===== src/rtl/ramb_pkg.sv =====
// ramb_pkg: shared parameter defaults and FSM state encoding for the RAM burst master
package ramb_pkg;
   localparam int RAMB_DEPTH = 10;
   localparam int RAMB_AW = 6;
   localparam int RAMB_DW = 16;
   localparam logic [2:0] S_IDLE = 3'd0, S_WRITE = 3'd1, S_READ = 3'd2, S_DRAIN = 3'd3, S_ERR = 3'd4;
endpackage


===== src/rtl/ramb_rd_buf.sv =====
// ramb_rd_buf: one-entry read output register that holds its word until consumed
//   load  : capture din and mark valid (wins over clr)
//   clr   : drop valid once the last word has been taken
//   valid / data : registered read-data stream outputs
module ramb_rd_buf #(
   parameter int DW = 16
) (
   input  logic          clk,
   input  logic          rst_n,
   input  logic          load,
   input  logic          clr,
   input  logic [DW-1:0] din,
   output logic          valid,
   output logic [DW-1:0] data
);
   always_ff @(posedge clk or negedge rst_n) begin
      if (!rst_n) begin
         valid <= 1'b0;
         data  <= '0;
      end else if (load) begin
         valid <= 1'b1;
         data  <= din;
      end else if (clr) begin
         valid <= 1'b0;
      end
   end
endmodule


===== src/rtl/ramb_master.sv =====
// ramb_master: burst read/write master in front of a RAM with combinational read data
//   cmd_*  : burst command (rd, start addr, length), accepted only while idle
//   wr_*   : write-data stream consumed during a write burst
//   rd_*   : read-data stream produced during a read burst
//   mem_*  : RAM port (write enable, address, write data, read data)
//   busy / err : burst in progress / one-cycle illegal-command pulse
module ramb_master
   import ramb_pkg::*;
#(
   parameter int DEPTH = RAMB_DEPTH,
   parameter int AW    = RAMB_AW,
   parameter int DW    = RAMB_DW
) (
   input  logic          clk,
   input  logic          rst_n,
   input  logic          cmd_valid,
   output logic          cmd_ready,
   input  logic          cmd_rd,
   input  logic [AW-1:0] cmd_addr,
   input  logic [AW-1:0] cmd_len,
   input  logic          wr_valid,
   output logic          wr_ready,
   input  logic [DW-1:0] wr_data,
   output logic          rd_valid,
   input  logic          rd_ready,
   output logic [DW-1:0] rd_data,
   output logic          mem_we,
   output logic [AW-1:0] mem_a,
   output logic [DW-1:0] mem_di,
   input  logic [DW-1:0] mem_do,
   output logic          busy,
   output logic          err
);
   logic [2:0]    st;
   logic [AW-1:0] ptr, cnt;
   logic          illegal, in_wr, in_rd, last, rd_load;
   // range check done one bit wider so addr+len cannot wrap into a legal value
   assign illegal   = cmd_len == '0 || {1'b0, cmd_addr} + {1'b0, cmd_len} > (AW+1)'(DEPTH);
   assign in_wr     = st == S_WRITE;
   assign in_rd     = st == S_READ;
   assign last      = cnt == AW'(1);
   assign rd_load   = in_rd && (!rd_valid || rd_ready);
   assign cmd_ready = st == S_IDLE;
   assign busy      = st != S_IDLE;
   assign err       = st == S_ERR;
   assign wr_ready  = in_wr;
   assign mem_we    = in_wr && wr_valid;
   assign mem_a     = (in_wr || in_rd) ? ptr : '0;
   assign mem_di    = in_wr ? wr_data : '0;
   always_ff @(posedge clk or negedge rst_n) begin
      if (!rst_n) begin
         st  <= S_IDLE;
         ptr <= '0;
         cnt <= '0;
      end else begin
         case (st)
            S_IDLE: if (cmd_valid) begin
               st  <= illegal ? S_ERR : cmd_rd ? S_READ : S_WRITE;
               ptr <= cmd_addr;
               cnt <= cmd_len;
            end
            S_WRITE: if (wr_valid) begin
               ptr <= ptr + AW'(1);
               cnt <= cnt - AW'(1);
               st  <= last ? S_IDLE : S_WRITE;
            end
            S_READ: if (rd_load) begin
               ptr <= ptr + AW'(1);
               cnt <= cnt - AW'(1);
               st  <= last ? S_DRAIN : S_READ;
            end
            S_DRAIN: st <= rd_ready ? S_IDLE : S_DRAIN;
            default: st <= S_IDLE;
         endcase
      end
   end
   ramb_rd_buf #(.DW(DW)) u_rd_buf (
      .clk  (clk),
      .rst_n(rst_n),
      .load (rd_load),
      .clr  (st == S_DRAIN && rd_ready),
      .din  (mem_do),
      .valid(rd_valid),
      .data (rd_data)
   );
endmodule


===== config.mk =====
export PLATFORM = sky130hd
export DESIGN_NAME = ramb_master
export DESIGN_NICKNAME = d
export VERILOG_FILES = /design/src/rtl/ramb_pkg.sv /design/src/rtl/ramb_rd_buf.sv /design/src/rtl/ramb_master.sv
export SDC_FILE = /design/constraint.sdc
export NUM_CORES = 1
export LEC_CHECK = 0
export CAP_MARGIN = 10
export CORE_MARGIN = 4
export CORE_UTILIZATION = 42
export CTS_CLUSTER_SIZE = 10
export DETAILED_ROUTE_END_ITERATION = 7
export GPL_ROUTABILITY_DRIVEN = 0
export HOLD_SLACK_MARGIN = 0.12
export MAX_ROUTING_LAYER = met4
export PLACE_DENSITY = 0.81
export SYNTH_ARGS = -nofsm -noshare
export SYNTH_HDL_FRONTEND = slang
export SYNTH_SLANG_ARGS = --single-unit

===== constraint.sdc =====
create_clock -name clk -period 2.4 [get_ports clk]
set_clock_uncertainty 0.05 [all_clocks]
set_input_delay 0.48 -clock clk [delete_from_list [all_inputs] [get_ports clk]]
set_output_delay 0.48 -clock clk [all_outputs]
set_load 0.02 [all_outputs]

-- After elaboration in Yosys (flattened, before gate mapping)
Cells that the tools add are included.
- RAM bits: 0
- flip-flop bits (word level): 32
- bits in latches: 0
- logic and storage cells: 52
- output and inout port bits: 44
- memories: 0
- bits in read-only memories: 0
- shift operators: 0
- multiplexer cells: 21
- reduce and logical (&&, ||, !) cells: 14
- equal/unequal tests: 8
- order comparisons: 1
- add/sub/neg operators: 3
- div/mod/pow operators: 0
- $mul: 0
- bitwise operators: 0
- operators with widths (kind ; number):
    2-to-1 mux 6 bit ; 7
    one-hot mux 6 bit (3 select lines) ; 2
    2-to-1 mux 16 bit ; 1
    2-to-1 mux 3 bit ; 4
    one-hot mux 3 bit (4 select lines) ; 1
    adder 6 x 6 -> 7 bit ; 1
    greater-than comparator 7 x 4 -> 1 bit, second input constant ; 1
    adder 6 x 1 -> 6 bit, second input constant ; 1
    equality test 3 x 2 -> 1 bit, second input constant ; 2
    equality test 6 x 1 -> 1 bit, second input constant ; 1
    zero test 6 bit ; 1
    nonzero test 3 bit ; 2
    subtractor 6 x 1 -> 6 bit, second input constant ; 1
    2-to-1 mux 1 bit ; 4
    2-to-1 mux 2 bit ; 2
    inequality test 2 bit, second input constant ; 2
    AND reduction 4 bit ; 1
    equality test 3 x 1 -> 1 bit, second input constant ; 1
    equality test 3 bit, second input constant ; 1
    logical AND 1 bit ; 3
    zero test 3 bit ; 1
    logical OR 1 bit ; 3
    AND reduction 3 bit ; 1
    inequality test 2 x 1 -> 1 bit, second input constant ; 1
    other kinds (2) ; 2

-- Logic depth before layout (Yosys ltp)
Gate-level depths: netlist (run 1).
- depth in word-level cells: 6
- mapped depth: 7

-- Cells and area by module
Synthesis (run 1) repeated with hierarchy kept, for this count alone.
- cells, all modules: 215
- area, all modules: 2087.0 um2
- by module, submodules not included (module ; times used ; area an instance (um2) ; sequential area each (um2) ; cells each):
    ramb_master ; 1 ; 1403.8 ; 375.4 ; 178
    ramb_rd_buf ; 1 ; 683.2 ; 425.4 ; 37

-- Least setup slack after synthesis (run 1)
OpenSTA, ideal clock, no wires.
- path type: input -> register
- from: in cmd_addr[0]
- to: reg st[0]
- buffers on the path: 0
- arrival time: 1.966 ns
- path slack: 0.274 ns
- cell stages on the path: 7
- data required time: 2.240 ns
- cells stage by stage: ha_1 > inv_1 > fa_1 > nand2b_1 > a21oi_1 > o41a_1 > o41ai_1
- word-level cells in the longest chain between the ends: 6
- RTL lines (what ; line ; source):
    start: declaration ; ramb_master.sv:19 ; input logic [AW-1:0] cmd_addr,
    adder 6 x 6 -> 7 bit ; ramb_master.sv:38 ; assign illegal = cmd_len == '0 || {1'b0, cmd_addr} + {1'b0, cmd_len} > (AW+1)'(DEPTH);
    greater-than comparator 7 x 4 -> 1 bit ; ramb_master.sv:38 ;
    logical OR 1 bit ; ramb_master.sv:38 ;
    2-to-1 mux 3 bit ; ramb_master.sv:58 ; st <= illegal ? S_ERR : cmd_rd ? S_READ : S_WRITE;
    2-to-1 mux 3 bit ; ramb_master.sv:57 ; S_IDLE: if (cmd_valid) begin
    one-hot mux 3 bit (4 select lines) ; ramb_master.sv:56 ; case (st)
    end signal: assignment ; ramb_master.sv:58 ;
    end signal: assignment ; ramb_master.sv:65 ; st <= last ? S_IDLE : S_WRITE;
    end signal: assignment ; ramb_master.sv:70 ; st <= last ? S_DRAIN : S_READ;
    end: declaration ; ramb_master.sv:34 ; logic [2:0] st;
Every way passes these cells. The select of a mux whose other input is x is not followed.
A chain may end at the register's enable or synchronous reset.

-- Worst setup path in the final report (run 1)
- from: in cmd_len[1]
- to: reg st[0]
- word-level cells in the longest chain between the ends: 6
- elaborated cells on any way between the ends: 7
- those cells by class: add/sub (1); order compare (1); mux (3); reduce/logical (2)
- RTL lines (what ; line ; source):
    start: declaration ; ramb_master.sv:20 ; input logic [AW-1:0] cmd_len,
    adder 6 x 6 -> 7 bit ; ramb_master.sv:38 ;
    greater-than comparator 7 x 4 -> 1 bit ; ramb_master.sv:38 ;
    logical OR 1 bit (*) ; ramb_master.sv:38 ;
    2-to-1 mux 3 bit (*) ; ramb_master.sv:58 ;
    2-to-1 mux 3 bit (*) ; ramb_master.sv:57 ;
    one-hot mux 3 bit (4 select lines) (*) ; ramb_master.sv:56 ;
Mark *: on every way between the ends. The rest lies on a longest branch, timed or not. The select of a mux whose other input is x is not followed.

==> flow_metrics.py, run 1 <==
metrics = {
    "synthesis": {
        "synth.ff_latch_count": 32,
        "area_fraction_in_compound_gates_after_synthesis": 0.165,
        "synth_largest_area_cell": "sky130_fd_sc_hd__dfrtp_1",
        "largest_family_of_logic_cells_by_synthesized_area": "simple AND/OR/NAND/NOR gates",
        "syn-cell-area_um2": 2050,
        "synthAdderAreaFrac": 0.0647,
        "synthesis.yosys.warnings": 0,
        "synth-main-ff-cell": "sky130_fd_sc_hd__dfrtp_1",
        "synth.area.top_cells": "sky130_fd_sc_hd__dfrtp_1 39%, sky130_fd_sc_hd__mux2_2 9.9%, sky130_fd_sc_hd__ha_1 5.5%",
        "post_synth_xor_area_fraction": 0.0165,
        "post_synth_and_or_nand_nor_area_fraction": 0.209,
        "yosysUniqueCellTypes": 52,
        "net_count_after_synthesis": 262,
        "synth_top_area_share": 0.390,
        "synth_area_per_cell_um2": 10.2,
        "synthesis.instances": 202,
        "seq_area_frac_synth": 0.390,
        "number_of_enable_flip_flop_cells_after_synthesis": 0,
        "ys_async_sr_fraction": 1.00,
        "ys_top_cells_by_count": "32 x sky130_fd_sc_hd__dfrtp_1, 18 x sky130_fd_sc_hd__mux2_2, 17 x sky130_fd_sc_hd__and2_1",
        "synth.most_common_cell": "sky130_fd_sc_hd__dfrtp_1",
        "synthMuxAreaShare": 0.109,
    },
    "timing": {
        "worst_slew_margin_rel": 0.558,
        "final-max-slew-violation-count": 0,
        "finalCriticalPeriod_ps": 2310,
        "setup_viol_count_final": 0,
        "finalHoldViolations": 0,
        "max_freq_ghz": 0.433,
        "worstMarginPinSlew_ps": 658,
        "timing.final.crit_share": 0.961,
        "final_critical_path_setup_slack_ps": 92.6,
        "rsz_0062_raised_after_global_routing": "no",
    },
    "global_routing": {
        "grt_pass1_vias": 2059,
        "antenna_violations_before_repair": 0,
        "global_route.usage.total": 0.216,
        "wire_length_of_the_first_global_routing_pass_um": 10100,
        "grt_max_degree": 33,
        "grt-ovfl-total": 0,
    },
    "place": {
        "dp_hpwl_um": 4630,
        "post-place-ws_ps": -460,
        "place.port_buffers": 93,
        "numPlacedInstances": 374,
    },
    "final_layout": {
        "area_growth_pct": 61.3,
        "drive_gt1_frac": 0.196,
        "antenna-diode-count": 0,
        "final_net_count": 376,
        "instances_no_fill": 384,
    },
    "die": {
        "rows": 25,
        "die_area_um2": 6060,
        "die_h_um": 77.9,
        "die_width_um": 77.9,
        "ioPinCount": 94,
        "floorplan.initialDensity": 0.434,
        "coreArea_um2": 4720,
    },
    "route": {
        "vias_per_cell": 5.27,
        "initialDrtViolationCount": 96,
        "antenna_left": 0,
        "firstDrtPassIters": 4,
        "detailed_route_wl_um": 5990,
        "num_vias": 2023,
        "route.detailed.wl_per_inst_um": 15.6,
        "drt_drc_violations_left": 0,
    },
    "clocking": {
        "tritoncts.num_buffers": 5,
        "htree_levels": 2,
        "clockBufferDepth": 2,
        "cts_tree": "built",
        "hold_buffer_count_at_cts": 0,
        "clkTransAtPathRegs_ps": 80,
        "cell_chosen_for_the_clock_root": "sky130_fd_sc_hd__clkbuf_8",
        "tritoncts_num_sinks": 32,
        "clkLatencyLatePin_ps": 290,
    },
    "critical_path": {
        "timing.critical_path.to_type": "register",
        "worstPathRequired_ps": 2540,
        "critical_r2r_launch": "st[0]",
        "worst_setup_sp": "cmd_len[1]",
        "critical_path.max_fanout": 3,
        "crit-reg2reg-capture": "cnt[4]",
        "timing.critical_path.from_type": "input port",
        "reg2reg_setup_slack_ps": 460,
        "worst_r2r_path_depth": 6,
        "timing.critical_path.to": "st[0]",
        "timing.critical_path.arrival_ps": 2440,
        "critPathKind": "input port to register",
    },
    "power": {
        "p_leak_nw": 1.54,
        "peakVddDrop_v": 0.000392,
        "power_density_of_the_placed_cells_nw_per_um2": 866,
    },
    "worst_hold_path": {
        "worstHoldPathType": "register to register",
    },
    "status": {
        "status": "completed",
    },
    "job": {
        "drv.max_cap_violation_count": 0,
    },
}
[report_power, final]
part / switching [mW] / internal, mW
clock: 0.205 / 0.308
sequential: 0.182 / 0.781
combinational: 0.671 / 0.719
[sequential cells by signal, summed over array words and instances (netlist names)]
signal          cells
st                  3
cnt                 6
u_rd_buf.valid      1
ptr                 6
u_rd_buf.data      16
[final cells by class]
type                            count  area (um2)
Clock buffer                        6        72.6
Clock inverter                      2        35.0
Fill cell                         371        1420
Inverter                           12        48.8
Multi-Input combinational cell    150        1190
Sequential cell                    32         803
Tap cell                           67        83.8
Timing Repair Buffer              115        1080
[worst max-delay path: stages]
cell	delay [ps]
sky130_fd_sc_hd__clkdlybuf4s50_1	470
sky130_fd_sc_hd__inv_1	50
sky130_fd_sc_hd__fa_1	470
sky130_fd_sc_hd__nand2b_4	120
sky130_fd_sc_hd__a21oi_1	40
sky130_fd_sc_hd__o41a_1	460
sky130_fd_sc_hd__o41ai_2	340
[cells by family after synthesis]
| kind of cell | count (synthesis) |
|---|---|
| AO/OA/AOI/OAI | 46 |
| AND/OR/NAND/NOR | 71 |
| buffers and inverters | 20 |
| multiplexers | 20 |
| adder cells (fa/ha/maj) | 10 |
| flip-flops | 32 |
| XOR/XNOR | 3 |
[stage by stage]
stage | TNS (ps) | utilization | instance area [um2] | hold WS [ps] | total power [mW]
after global routing | 0 | 0.700 | 3310 | 476 | 3.04
after CTS | -95.0 | 0.692 | 3270 | 458 | 2.87
final | 0 | 0.700 | 3310 | 452 | 2.87
after global placement | -807 | 0.671 | 3170 | 430 | 2.33
after detailed placement | -1080 | 0.671 | 3170 | 444 | 2.36
after floorplan | 0 | - | 2050 | 134 | 1.71
[per-layer routing]
layer | part of all wire | GRT usage | vias up
met5 | 0 | - | -
met4 | 0.019 | 0.0765 | 0
met3 | 0.057 | 0.0499 | 9
met2 | 0.50 | 0.336 | 80
met1 | 0.43 | 0.276 | 958
li1 | - | - | 976
[repair_timing]
action / CTS / global route
setup buffers: 0 / 2
setup endpoints to repair: 26 / 5
pin swaps: 1 / 5
gates resized for setup: 27 / 10
[worst min-delay path by stage]
| stage | depth (start not counted) | to | startpoint | slack, ps |
|---|---|---|---|---|
| after floorplan | 0 | cnt[0] | rst_n | 130 |
| after global routing | 1 | u_rd_buf.data[12] | u_rd_buf.data[12] | 480 |
| after global placement | 2 | u_rd_buf.valid | u_rd_buf.valid | 430 |
| after detailed placement | 1 | u_rd_buf.data[5] | u_rd_buf.data[5] | 440 |
| final | 1 | u_rd_buf.data[13] | u_rd_buf.data[13] | 450 |
| after CTS | 1 | u_rd_buf.data[5] | u_rd_buf.data[5] | 460 |
[cell usage in the layout (no fill, tap or decap), types with 5 or more instances in the layout]
| cell | count |
|---|---|
| sky130_fd_sc_hd__clkbuf_8 | 5 |
| sky130_fd_sc_hd__buf_4 | 22 |
| sky130_fd_sc_hd__o2bb2ai_1 | 5 |
| sky130_fd_sc_hd__nand3_1 | 7 |
| sky130_fd_sc_hd__nand2_1 | 11 |
| sky130_fd_sc_hd__inv_1 | 10 |
| sky130_fd_sc_hd__and3_1 | 6 |
| sky130_fd_sc_hd__and2_1 | 17 |
| sky130_fd_sc_hd__a21oi_1 | 6 |
| sky130_fd_sc_hd__dfrtp_1 | 30 |
| sky130_fd_sc_hd__dlygate4sd2_1 | 24 |
| sky130_fd_sc_hd__mux2_2 | 18 |
| sky130_fd_sc_hd__ha_1 | 8 |
| sky130_fd_sc_hd__o211ai_1 | 7 |
| sky130_fd_sc_hd__dlymetal6s2s_1 | 5 |
| sky130_fd_sc_hd__clkdlybuf4s50_1 | 64 |
No activity file was read; power rests on OpenSTA's default activity.
==> inputs of run 2 (changes only) <==
--- a/config.mk
+++ b/config.mk
@@ -8,12 +8,12 @@
 export CAP_MARGIN = 10
 export CORE_MARGIN = 4
 export CORE_UTILIZATION = 42
-export CTS_CLUSTER_SIZE = 10
 export DETAILED_ROUTE_END_ITERATION = 7
 export GPL_ROUTABILITY_DRIVEN = 0
 export HOLD_SLACK_MARGIN = 0.12
 export MAX_ROUTING_LAYER = met4
 export PLACE_DENSITY = 0.81
+export SETUP_SLACK_MARGIN = 0.3
 export SYNTH_ARGS = -nofsm -noshare
 export SYNTH_HDL_FRONTEND = slang
 export SYNTH_SLANG_ARGS = --single-unit
==> flow_metrics.py, run 2 (same netlist as run 1, synthesis figures left out) <==
metrics = {
    "final_layout": {
        "final_cell_mix": "57 x sky130_fd_sc_hd__clkdlybuf4s50_1, 34 x sky130_fd_sc_hd__buf_4, 29 x sky130_fd_sc_hd__dfrtp_1",
        "mostFrequentLayoutCell": "sky130_fd_sc_hd__clkdlybuf4s50_1",
        "combined_area_of_the_multi_input_logic_cells_um2": 1230,
        "area_growth_pct": 65.9,
        "final_net_count": 388,
        "finalCoreUtilization": 0.720,
        "flip_flop_count_of_the_largest_register_all_copies_and_words_added": 16,
        "drive_gt1_frac": 0.325,
        "register_area_um2": 805,
        "antenna-diode-count": 0,
        "total_of_fill_cells_in_the_finished_design": 369,
        "reg.largest.list": "u_rd_buf.data (16), cnt (6), ptr (6)",
        "register_with_the_highest_flop_count": "u_rd_buf.data",
    },
    "die": {
        "floorplan.initialDensity": 0.434,
        "die_width_um": 77.9,
        "coreArea_um2": 4720,
        "ioPinCount": 94,
        "rows": 25,
        "die_area_um2": 6060,
        "die_h_um": 77.9,
    },
    "worst_hold_path": {
        "timing.hold.worst.start": "u_rd_buf.data[2]",
        "worst_hold_path_ep": "u_rd_buf.data[2]",
        "worstHoldPathType": "register to register",
        "min_path_cells": 1,
    },
    "route": {
        "drt_drc_violations_left": 0,
        "vias_per_cell": 5.36,
        "route.detailed.wl_per_inst_um": 16.3,
        "firstDrtPassIters": 4,
        "detailed_route_wl_um": 6440,
        "antenna_left": 0,
        "num_vias": 2121,
        "initialDrtViolationCount": 102,
    },
    "clocking": {
        "cell_chosen_for_the_clock_root": "sky130_fd_sc_hd__clkbuf_8",
        "clockBufferDepth": 2,
        "tritoncts_num_sinks": 32,
        "tritoncts.num_buffers": 5,
        "cts_tree": "built",
        "htree_levels": 2,
        "clkTransAtPathRegs_ps": 60,
        "clkLatencyLatePin_ps": 290,
        "hold_buffer_count_at_cts": 0,
    },
    "global_routing": {
        "grt-ovfl-total": 0,
        "global_route.usage.total": 0.222,
        "grt_pass1_vias": 2100,
        "grt_max_degree": 33,
        "wire_length_of_the_first_global_routing_pass_um": 10400,
        "antenna_violations_before_repair": 0,
    },
    "critical_path": {
        "timing.critical_path.to_type": "register",
        "cp_top_family": "buffers and inverters",
        "worstPathRequired_ps": 2520,
        "timing.critical_path.arrival_ps": 2180,
        "critical_path.max_stage_delay_ps": 510,
        "worst_r2r_path_depth": 5,
        "cp_cell_sequence": "clkdlybuf4s50_1, ha_1, nor3b_1, o41a_1, buf_4, o21ba_2",
        "critPathSlowestCell": "sky130_fd_sc_hd__clkdlybuf4s50_1",
        "timing.critical_path.from_type": "input port",
        "critPathKind": "input port to register",
        "crit-reg2reg-capture": "ptr[0]",
        "reg2reg_setup_slack_ps": 420,
        "critical_r2r_launch": "st[0]",
        "worstPathBufferInverterCount": 2,
        "critical_path.max_fanout": 3,
    },
    "timing": {
        "final-max-slew-violation-count": 0,
        "worstMarginPinSlew_ps": 680,
        "finalCriticalPeriod_ps": 2050,
        "max_freq_ghz": 0.487,
        "setup_viol_count_final": 0,
        "timing.final.crit_share": 0.856,
        "rsz_0062_raised_after_global_routing": "yes",
        "finalHoldViolations": 0,
        "final_critical_path_setup_slack_ps": 346,
        "worst_slew_margin_rel": 0.543,
    },
    "place": {
        "place.port_buffers": 93,
        "dp_hpwl_um": 4800,
        "post-place-ws_ps": -324,
    },
    "job": {
        "drv.max_cap_violation_count": 0,
    },
    "power": {
        "p_leak_nw": 1.55,
        "peakVddDrop_v": 0.000391,
        "power_density_of_the_placed_cells_nw_per_um2": 883,
    },
    "status": {
        "status": "completed",
    },
}
## run 2: how the worst max path moves through the flow
stage | from | endpoint | slack (ps) | depth (start not counted)
2_1_floorplan | cmd_addr[0] | st[0] | 320 | 7
3_5_place_dp | cmd_len[0] | st[1] | -320 | 9
5_1_grt | st[1] | cmd_ready | 260 | 3
6_report | cmd_len[2] | st[2] | 350 | 6
4_1_cts | st[0] | mem_di[12] | 140 | 6
3_3_place_gp | cmd_len[0] | st[2] | -230 | 9
## run 2: area by class of cell
class | instances | share of cell area
clock buffers | 7 | 0.0283
flip-flops and latches | 32 | 0.236
well taps | 67 | 0.0246
clock inverters | 1 | 0.00883
multi-input cells | 150 | 0.363
inverters | 12 | 0.0143
repair buffers | 127 | 0.325
## run 2: power by group
| part | internal, mW | total (mW) | switching [mW] |
|---|---|---|---|
| logic | 0.765 | 1.47 | 0.706 |
| registers | 0.782 | 0.966 | 0.184 |
| clock network | 0.366 | 0.568 | 0.202 |
| total | 1.91 | 3.00 | 1.09 |
## run 2: timing repair
action / CTS / global route
pin swaps: 6 / 6
endpoints found under the setup margin: 30 / 27
resized for setup: 111 / 23
gates cloned: 0 / 0
setup buffers: 9 / 4
## run 2: layer usage
layer	track usage	wire length [um]
met4	0.0854	233
met2	0.369	3170
met1	0.262	2570
met5	-	0
met3	0.0487	462
## run 2: stage by stage
stage / instance area (um2) / power, mW / TNS, ps / instances / hold WS (ps)
2_1_floorplan: 2050 / 1.71 / 0 / 202 / 134
3_5_place_dp: 3180 / 2.38 / -1060 / 375 / 444
4_1_cts: 3360 / 2.99 / 0 / 392 / 459
5_1_grt: 3400 / 3.18 / 0 / 396 / 467
6_report: 3400 / 3.00 / 0 / 396 / 455
3_3_place_gp: 3180 / 2.33 / -779 / 375 / 436
